===== src/rtl/bf_pkg.sv =====
// Shared BF encodings: command opcodes (also decoded by bf_control),
// loader state encoding and loader error codes.
package bf_pkg;

  localparam logic [3:0] OP_LT     = 4'd0;
  localparam logic [3:0] OP_GT     = 4'd1;
  localparam logic [3:0] OP_PLUS   = 4'd2;
  localparam logic [3:0] OP_MINUS  = 4'd3;
  localparam logic [3:0] OP_LBRACK = 4'd4;
  localparam logic [3:0] OP_RBRACK = 4'd5;
  localparam logic [3:0] OP_DOT    = 4'd6;
  localparam logic [3:0] OP_COMMA  = 4'd7;
  localparam logic [3:0] OP_STOP   = 4'hF;

  localparam logic [1:0] ERR_NONE      = 2'b00;
  localparam logic [1:0] ERR_UNMATCHED = 2'b01;
  localparam logic [1:0] ERR_UNCLOSED  = 2'b10;
  localparam logic [1:0] ERR_TOO_LONG  = 2'b11;

  typedef enum logic [2:0] {
    S_IDLE  = 3'd0,
    S_RECV  = 3'd1,
    S_WSTOP = 3'd2,
    S_DONE  = 3'd3,
    S_ERR   = 3'd4,
    S_ERRH  = 3'd5
  } ld_state_e;

endpackage


===== src/rtl/bf_program_loader_if.sv =====
// Loader bus: byte stream in from the host receiver, opcode writes out to
// program memory. master = loader side, slave = host/memory side.
interface bf_program_loader_if #(
  parameter int ADDR_W = 8
) ();
  logic [7:0]        rx_data;
  logic              rx_valid;
  logic              rx_ready;
  logic              mem_we;
  logic [ADDR_W-1:0] mem_addr;
  logic [3:0]        mem_wdata;

  modport master (input rx_data, rx_valid,
                  output rx_ready, mem_we, mem_addr, mem_wdata);
  modport slave  (output rx_data, rx_valid,
                  input rx_ready, mem_we, mem_addr, mem_wdata);
endinterface


===== src/rtl/bf_ascii_decode.sv =====
// ASCII byte -> BF opcode. Anything that is not one of the eight commands
// reports is_cmd=0 (comment byte).
module bf_ascii_decode
  import bf_pkg::*;
(
  input  logic [7:0] byte_i,
  output logic       is_cmd,
  output logic [3:0] opcode
);

  always_comb begin
    is_cmd = 1'b1;
    opcode = OP_STOP;
    case (byte_i)
      8'h3C:   opcode = OP_LT;     // '<'
      8'h3E:   opcode = OP_GT;     // '>'
      8'h2B:   opcode = OP_PLUS;   // '+'
      8'h2D:   opcode = OP_MINUS;  // '-'
      8'h5B:   opcode = OP_LBRACK; // '['
      8'h5D:   opcode = OP_RBRACK; // ']'
      8'h2E:   opcode = OP_DOT;    // '.'
      8'h2C:   opcode = OP_COMMA;  // ','
      default: is_cmd = 1'b0;
    endcase
  end

endmodule


===== src/rtl/bf_program_loader.sv =====
// Streams an ASCII BF program into program memory as opcodes, checks bracket
// balance and terminates it with STOP; on error plants STOP at address 0.
module bf_program_loader
  import bf_pkg::*;
#(
  parameter int         ADDR_W   = 8,
  parameter int         DEPTH    = 256,
  parameter int         BDEPTH_W = 8,
  parameter logic [7:0] TERM     = 8'h21
) (
  input  logic                   clk,
  input  logic                   reset,
  input  logic                   start,
  bf_program_loader_if.master    bus,
  output logic                   busy,
  output logic                   done,
  output logic                   err,
  output logic [1:0]             err_code,
  output logic [ADDR_W-1:0]      prog_len
);

  localparam logic [ADDR_W-1:0]   LAST_ADDR = ADDR_W'(DEPTH - 1);
  localparam logic [BDEPTH_W-1:0] BD_MAX    = '1;

  ld_state_e             state_q, state_d;
  logic [ADDR_W-1:0]     wp_q, wp_d;
  logic [BDEPTH_W-1:0]   bd_q, bd_d;
  logic [1:0]            err_code_q, err_code_d;
  logic                  mem_we_q, mem_we_d;
  logic [ADDR_W-1:0]     mem_addr_q, mem_addr_d;
  logic [3:0]            mem_wdata_q, mem_wdata_d;

  logic                  is_cmd;
  logic [3:0]            opcode;
  logic                  accept;
  logic                  fail;
  logic [1:0]            fail_code;

  bf_ascii_decode u_dec (
    .byte_i (bus.rx_data),
    .is_cmd (is_cmd),
    .opcode (opcode)
  );

  assign accept = bus.rx_valid && (state_q == S_RECV);

  always_comb begin
    state_d     = state_q;
    wp_d        = wp_q;
    bd_d        = bd_q;
    err_code_d  = err_code_q;
    mem_we_d    = 1'b0;
    mem_addr_d  = mem_addr_q;
    mem_wdata_d = mem_wdata_q;
    fail        = 1'b0;
    fail_code   = ERR_NONE;

    case (state_q)
      S_IDLE, S_DONE, S_ERRH: begin
        if (start) begin
          state_d    = S_RECV;
          wp_d       = '0;
          bd_d       = '0;
          err_code_d = ERR_NONE;
        end
      end
      S_RECV: begin
        if (accept) begin
          if (bus.rx_data == TERM) begin
            if (bd_q != '0) begin
              fail      = 1'b1;
              fail_code = ERR_UNCLOSED;
            end else begin
              state_d     = S_WSTOP;
              mem_we_d    = 1'b1;
              mem_addr_d  = wp_q;
              mem_wdata_d = OP_STOP;
            end
          end else if (is_cmd) begin
            // The last address is kept for STOP, so a command there overflows.
            if (wp_q == LAST_ADDR) begin
              fail      = 1'b1;
              fail_code = ERR_TOO_LONG;
            end else if (opcode == OP_RBRACK && bd_q == '0) begin
              fail      = 1'b1;
              fail_code = ERR_UNMATCHED;
            end else if (opcode == OP_LBRACK && bd_q == BD_MAX) begin
              fail      = 1'b1;
              fail_code = ERR_UNCLOSED;
            end else begin
              mem_we_d    = 1'b1;
              mem_addr_d  = wp_q;
              mem_wdata_d = opcode;
              wp_d        = wp_q + 1'b1;
              if (opcode == OP_LBRACK) bd_d = bd_q + 1'b1;
              if (opcode == OP_RBRACK) bd_d = bd_q - 1'b1;
            end
          end
        end
      end
      S_WSTOP: state_d = S_DONE;
      S_ERR:   state_d = S_ERRH;
      default: state_d = S_IDLE;
    endcase

    // Error write lands during the ERR cycle: STOP at 0 halts the CPU at once.
    if (fail) begin
      state_d     = S_ERR;
      err_code_d  = fail_code;
      mem_we_d    = 1'b1;
      mem_addr_d  = '0;
      mem_wdata_d = OP_STOP;
    end
  end

  always_ff @(posedge clk) begin
    if (reset) begin
      state_q     <= S_IDLE;
      wp_q        <= '0;
      bd_q        <= '0;
      err_code_q  <= ERR_NONE;
      mem_we_q    <= 1'b0;
      mem_addr_q  <= '0;
      mem_wdata_q <= '0;
    end else begin
      state_q     <= state_d;
      wp_q        <= wp_d;
      bd_q        <= bd_d;
      err_code_q  <= err_code_d;
      mem_we_q    <= mem_we_d;
      mem_addr_q  <= mem_addr_d;
      mem_wdata_q <= mem_wdata_d;
    end
  end

  assign bus.rx_ready  = (state_q == S_RECV);
  assign bus.mem_we    = mem_we_q;
  assign bus.mem_addr  = mem_addr_q;
  assign bus.mem_wdata = mem_wdata_q;

  assign busy     = (state_q == S_RECV) || (state_q == S_WSTOP) || (state_q == S_ERR);
  assign done     = (state_q == S_DONE);
  assign err      = (state_q == S_ERRH);
  assign err_code = err_code_q;
  assign prog_len = wp_q;

endmodule

===== src/flat_wrapper.sv =====
// flat-port wrapper written by rule: the top's interface ports become plain ports
module bf_program_loader_flat import bf_pkg::*;
#(
  parameter int         ADDR_W   = 8,
  parameter int         DEPTH    = 256,
  parameter int         BDEPTH_W = 8,
  parameter logic [7:0] TERM     = 8'h21
)
  (clk, reset, start, busy, done, err, err_code, prog_len, bus_rx_data, bus_rx_valid, bus_rx_ready, bus_mem_we, bus_mem_addr, bus_mem_wdata);
  bf_program_loader_if #(.ADDR_W(ADDR_W)) bus_i ();
  input  logic clk;
  input  logic reset;
  input  logic start;
  output logic busy;
  output logic done;
  output logic err;
  output logic [1:0] err_code;
  output logic [ADDR_W-1:0] prog_len;
  input wire logic [$bits(bus_i.rx_data)-1:0] bus_rx_data;
  input wire logic [$bits(bus_i.rx_valid)-1:0] bus_rx_valid;
  output wire logic [$bits(bus_i.rx_ready)-1:0] bus_rx_ready;
  output wire logic [$bits(bus_i.mem_we)-1:0] bus_mem_we;
  output wire logic [$bits(bus_i.mem_addr)-1:0] bus_mem_addr;
  output wire logic [$bits(bus_i.mem_wdata)-1:0] bus_mem_wdata;
  assign bus_i.rx_data = bus_rx_data;
  assign bus_i.rx_valid = bus_rx_valid;
  assign bus_rx_ready = bus_i.rx_ready;
  assign bus_mem_we = bus_i.mem_we;
  assign bus_mem_addr = bus_i.mem_addr;
  assign bus_mem_wdata = bus_i.mem_wdata;
  bf_program_loader #(.ADDR_W(ADDR_W), .DEPTH(DEPTH), .BDEPTH_W(BDEPTH_W), .TERM(TERM)) u_core (.clk(clk), .reset(reset), .start(start), .bus(bus_i), .busy(busy), .done(done), .err(err), .err_code(err_code), .prog_len(prog_len));
endmodule

===== config.mk =====
export PLATFORM = sky130hd
export DESIGN_NAME = bf_program_loader_flat
export DESIGN_NICKNAME = d
export VERILOG_FILES = /design/src/rtl/bf_pkg.sv /design/src/rtl/bf_program_loader_if.sv /design/src/rtl/bf_ascii_decode.sv /design/src/rtl/bf_program_loader.sv /design/src/flat_wrapper.sv
export SDC_FILE = /design/constraint.sdc
export NUM_CORES = 1
export LEC_CHECK = 0
export ABC_AREA = 1
export CAP_MARGIN = 40
export CORE_MARGIN = 1
export CORE_UTILIZATION = 40
export DETAILED_ROUTE_END_ITERATION = 6
export GPL_ROUTABILITY_DRIVEN = 1
export PLACE_DENSITY = 0.62
export SLEW_MARGIN = 20
export SYNTH_ARGS = -nofsm -noshare
export SYNTH_HDL_FRONTEND = slang
export SYNTH_SLANG_ARGS = --single-unit

===== constraint.sdc =====
create_clock -name clk -period 2.75 [get_ports clk]
set_input_delay 0.275 -clock clk [delete_from_list [all_inputs] [get_ports clk]]
set_output_delay 0.275 -clock clk [all_outputs]
set_load 0.03 [all_outputs]

==> flow_metrics.env <==
export IMPL_status="complete, no violations"
export IMPL_syn_mean_instance_area_um2=6.246
export IMPL_setup_viol_count_final=0
export IMPL_rows=27
export IMPL_gr_total_overflow=0
export IMPL_place_inst=479
export IMPL_h_tree_depth=2
export IMPL_synthTopCellsByCount="nand2_1, nor2_1, inv_1, dfxtp_1, a21oi_1"
export IMPL_dieArea_um2=6086
export IMPL_crit_fanout=7
export IMPL_first_pass_iters=4
export IMPL_die_height_um=78.01
export IMPL_path_class="in -> reg"
export IMPL_async_flop_share=0
export IMPL_cts_hold_buf=0
export IMPL_synth_edff_count=0
export IMPL_p_per_area_nw_per_um2=548.0
export IMPL_vdd_ir_drop_max_mv=0.3335
export IMPL_viasPerCell=4.998
export IMPL_ys_warn_count=0
export IMPL_grt_max_degree=17
export IMPL_critPathMaxStageDelay_ns=0.53
export IMPL_n_antenna_cell=0
export IMPL_clk_pin_slew_ns=0.07
export IMPL_timing_rr_start="u_core.prog_len[0]"
export IMPL_cts_tree="built"
export IMPL_finish_utilization=0.5194
export IMPL_root_buffer="clkbuf_8"
export IMPL_hold_class="reg -> reg"
export IMPL_initial_core_util=0.4171
export IMPL_grt_pass1_wl_mm=9.970
export IMPL_die_w_um=78.01
export IMPL_place_congestion=0.9311
export IMPL_period_minus_slack_ns=2.463
export IMPL_arrival_ns=2.64
export IMPL_tns_ns=0
export IMPL_r2r_slack_ns=0.82
export IMPL_crit_slowest_cell="clkdlybuf4s50_1"
export IMPL_final_cells=487
export IMPL_p_leak_nw=1.275
export IMPL_cts_buffers=5
export IMPL_rsz0062_at_grt="false"
export IMPL_fin_skew_ns=0.003028
export IMPL_ys_ff_latch=34
export IMPL_report_final_slew_viol_count=0
export IMPL_grt_pass1_vias=2219
export IMPL_clk_latency_ns=0.28
export IMPL_drt_wl_total_mm=5.908
export IMPL_hold_viol=0
export IMPL_antenna_found_initial=0
export IMPL_wl_per_cell_um=12.13
export IMPL_grt_usage=0.2039
export IMPL_postCtsSetupBuffers=0
export IMPL_layout_drive_gt1_share=0.1012
export IMPL_synthTopCellsByArea="dfxtp_1, nand2_1, nor2_1"
export IMPL_ys_flop_type="dfxtp_1"
export IMPL_cp_common_cell="nand2_1"
export IMPL_worstMarginPinSlew_ns=0.4405
export IMPL_max_slew_margin=0.7060
export IMPL_area_growth_syn_to_layout_pct=24.53
export IMPL_drc_errors=0
export IMPL_seq_area_frac_synth=0.2945
export IMPL_fp_coreArea_um2=5540
export IMPL_cts_resized=0
export IMPL_cts_sinks=34
export IMPL_hold_start="u_core.bus.mem_wdata[2]"
export IMPL_critPathLaunch="bus_rx_data[2]"
export IMPL_crit_required_ns=2.93
export IMPL_dr_first_iter_drc_count=143
export IMPL_dp_hpwl_mm=4.421
export IMPL_path_cells="clkdlybuf4s50_1 > nand2_1 > inv_2 > nand2_2 > nor2_2 > nand2_1 > a31oi_1 > buf_4 > ha_1 > nand2_1 > nand3_1 > nand2_1 > nand4_1 > nand2_1 > nor2_1 > nor2_1 > nor2_1"
export IMPL_synthesis_area_um2=2311
export IMPL_vias=2434
export IMPL_synth_fp_nets=390
export IMPL_synthCells=370
export IMPL_fmax_mhz=406.0
export IMPL_yosysUniqueCellTypes=29
export IMPL_ioPinCount=39
export IMPL_crit_path_start_kind="primary input"
export IMPL_fin_crit_sh=0.8956
export IMPL_setup_worst_path_end_class="flip-flop"
export IMPL_yosysMostFrequentCell="nand2_1"
export IMPL_p_total_mw=1.577
export IMPL_ant_nets=0
export IMPL_synth_top_area_frac=0.2945
export IMPL_fin_nets=434
export IMPL_synth_area_leader_cell="dfxtp_1"
export IMPL_maxCapViolCount=0
export IMPL_portBuffers=38
export IMPL_cts_path_max_buffers=2
## cell type report
class                           count  area [um2]
Multi-Input combinational cell    282        1410
Sequential cell                    34       680.7
Tap cell                           72       90.09
Fill cell                         582        2663
Timing Repair Buffer               44       425.4
Clock buffer                        6       82.58
Clock inverter                      2       12.51
Inverter                           47       176.4
## layer usage
metal / vias up / global-route usage / share of wire
met5: - / 0 / 0
met4: 0 / 0.04630 / 0.0083
met3: 5 / 0.03372 / 0.037
met2: 55 / 0.3549 / 0.47
met1: 1102 / 0.2634 / 0.48
li1: 1272 / - / -
## critical path: cells and delay by family
family | cells | cell delay, ns
buf+inv | 3 | 0.79
simple gates | 12 | 1.08
compound gates | 1 | 0.18
fa+ha+maj | 1 | 0.30
## cell families after synthesis
logic type	count (synthesis)	share of synthesized area
flops	34	0.2945
buf+inv	54	0.09529
compound gates	47	0.1142
xor+xnor	7	0.02653
simple gates	220	0.4229
fa+ha+maj	8	0.04656
## worst paths after layout
kind	to	depth (start not counted)
worst max register to register	u_core.bd_q[1]	11
worst max-delay path	u_core.bd_q[7]	17
worst min-delay path	u_core.bus.mem_wdata[2]	2
worst min register to register	u_core.bus.mem_wdata[2]	2
## through the flow
stage	setup WS [ns]	instance area [um2]	hold WS (ns)
detailed placement	0.02440	2783	0.4590
global route	0.01224	2878	0.4930
finish	0.2872	2878	0.4707
global placement	0.01236	2783	0.4562
CTS	0.3051	2878	0.4700
floorplan	0.4709	2311	0.3441
## power by group
group / internal, mW / switching, mW / total [mW]
Combinational: 0.201 / 0.379 / 0.580
Clock: 0.201 / 0.193 / 0.394
Sequential: 0.538 / 0.0642 / 0.602
Total: 0.941 / 0.636 / 1.58
## state kept, by name, indices dropped and copies added, names as in the netlist
name,cells
u_core.bd_q,8
u_core.bus.mem_addr,8
u_core.bus.mem_wdata,4
u_core.bus.mem_we,1
u_core.err_code,2
u_core.prog_len,8
u_core.state_q,3
## cell usage in the layout, fill, tap and decap left out
cell,instances
nand3_4,1
clkinv_2,1
nor2_2,6
o211ai_1,1
fa_1,1
clkdlybuf4s50_1,38
nor2_1,59
nand4_1,18
clkinvlp_4,1
xnor2_1,2
clkbuf_8,6
nor3_1,2
dfxtp_1,34
nand2_4,2
o21bai_1,2
xor2_1,5
a21oi_1,30
a31oi_1,1
inv_2,5
nand2_2,11
o21a_1,2
nand2_1,103
nand3_1,16
nor3b_1,1
o21ai_4,1
o21ai_0,9
a21oi_2,1
nand4_2,1
buf_4,6
ha_1,7
inv_1,42
Power figures use the tool's default switching activity.
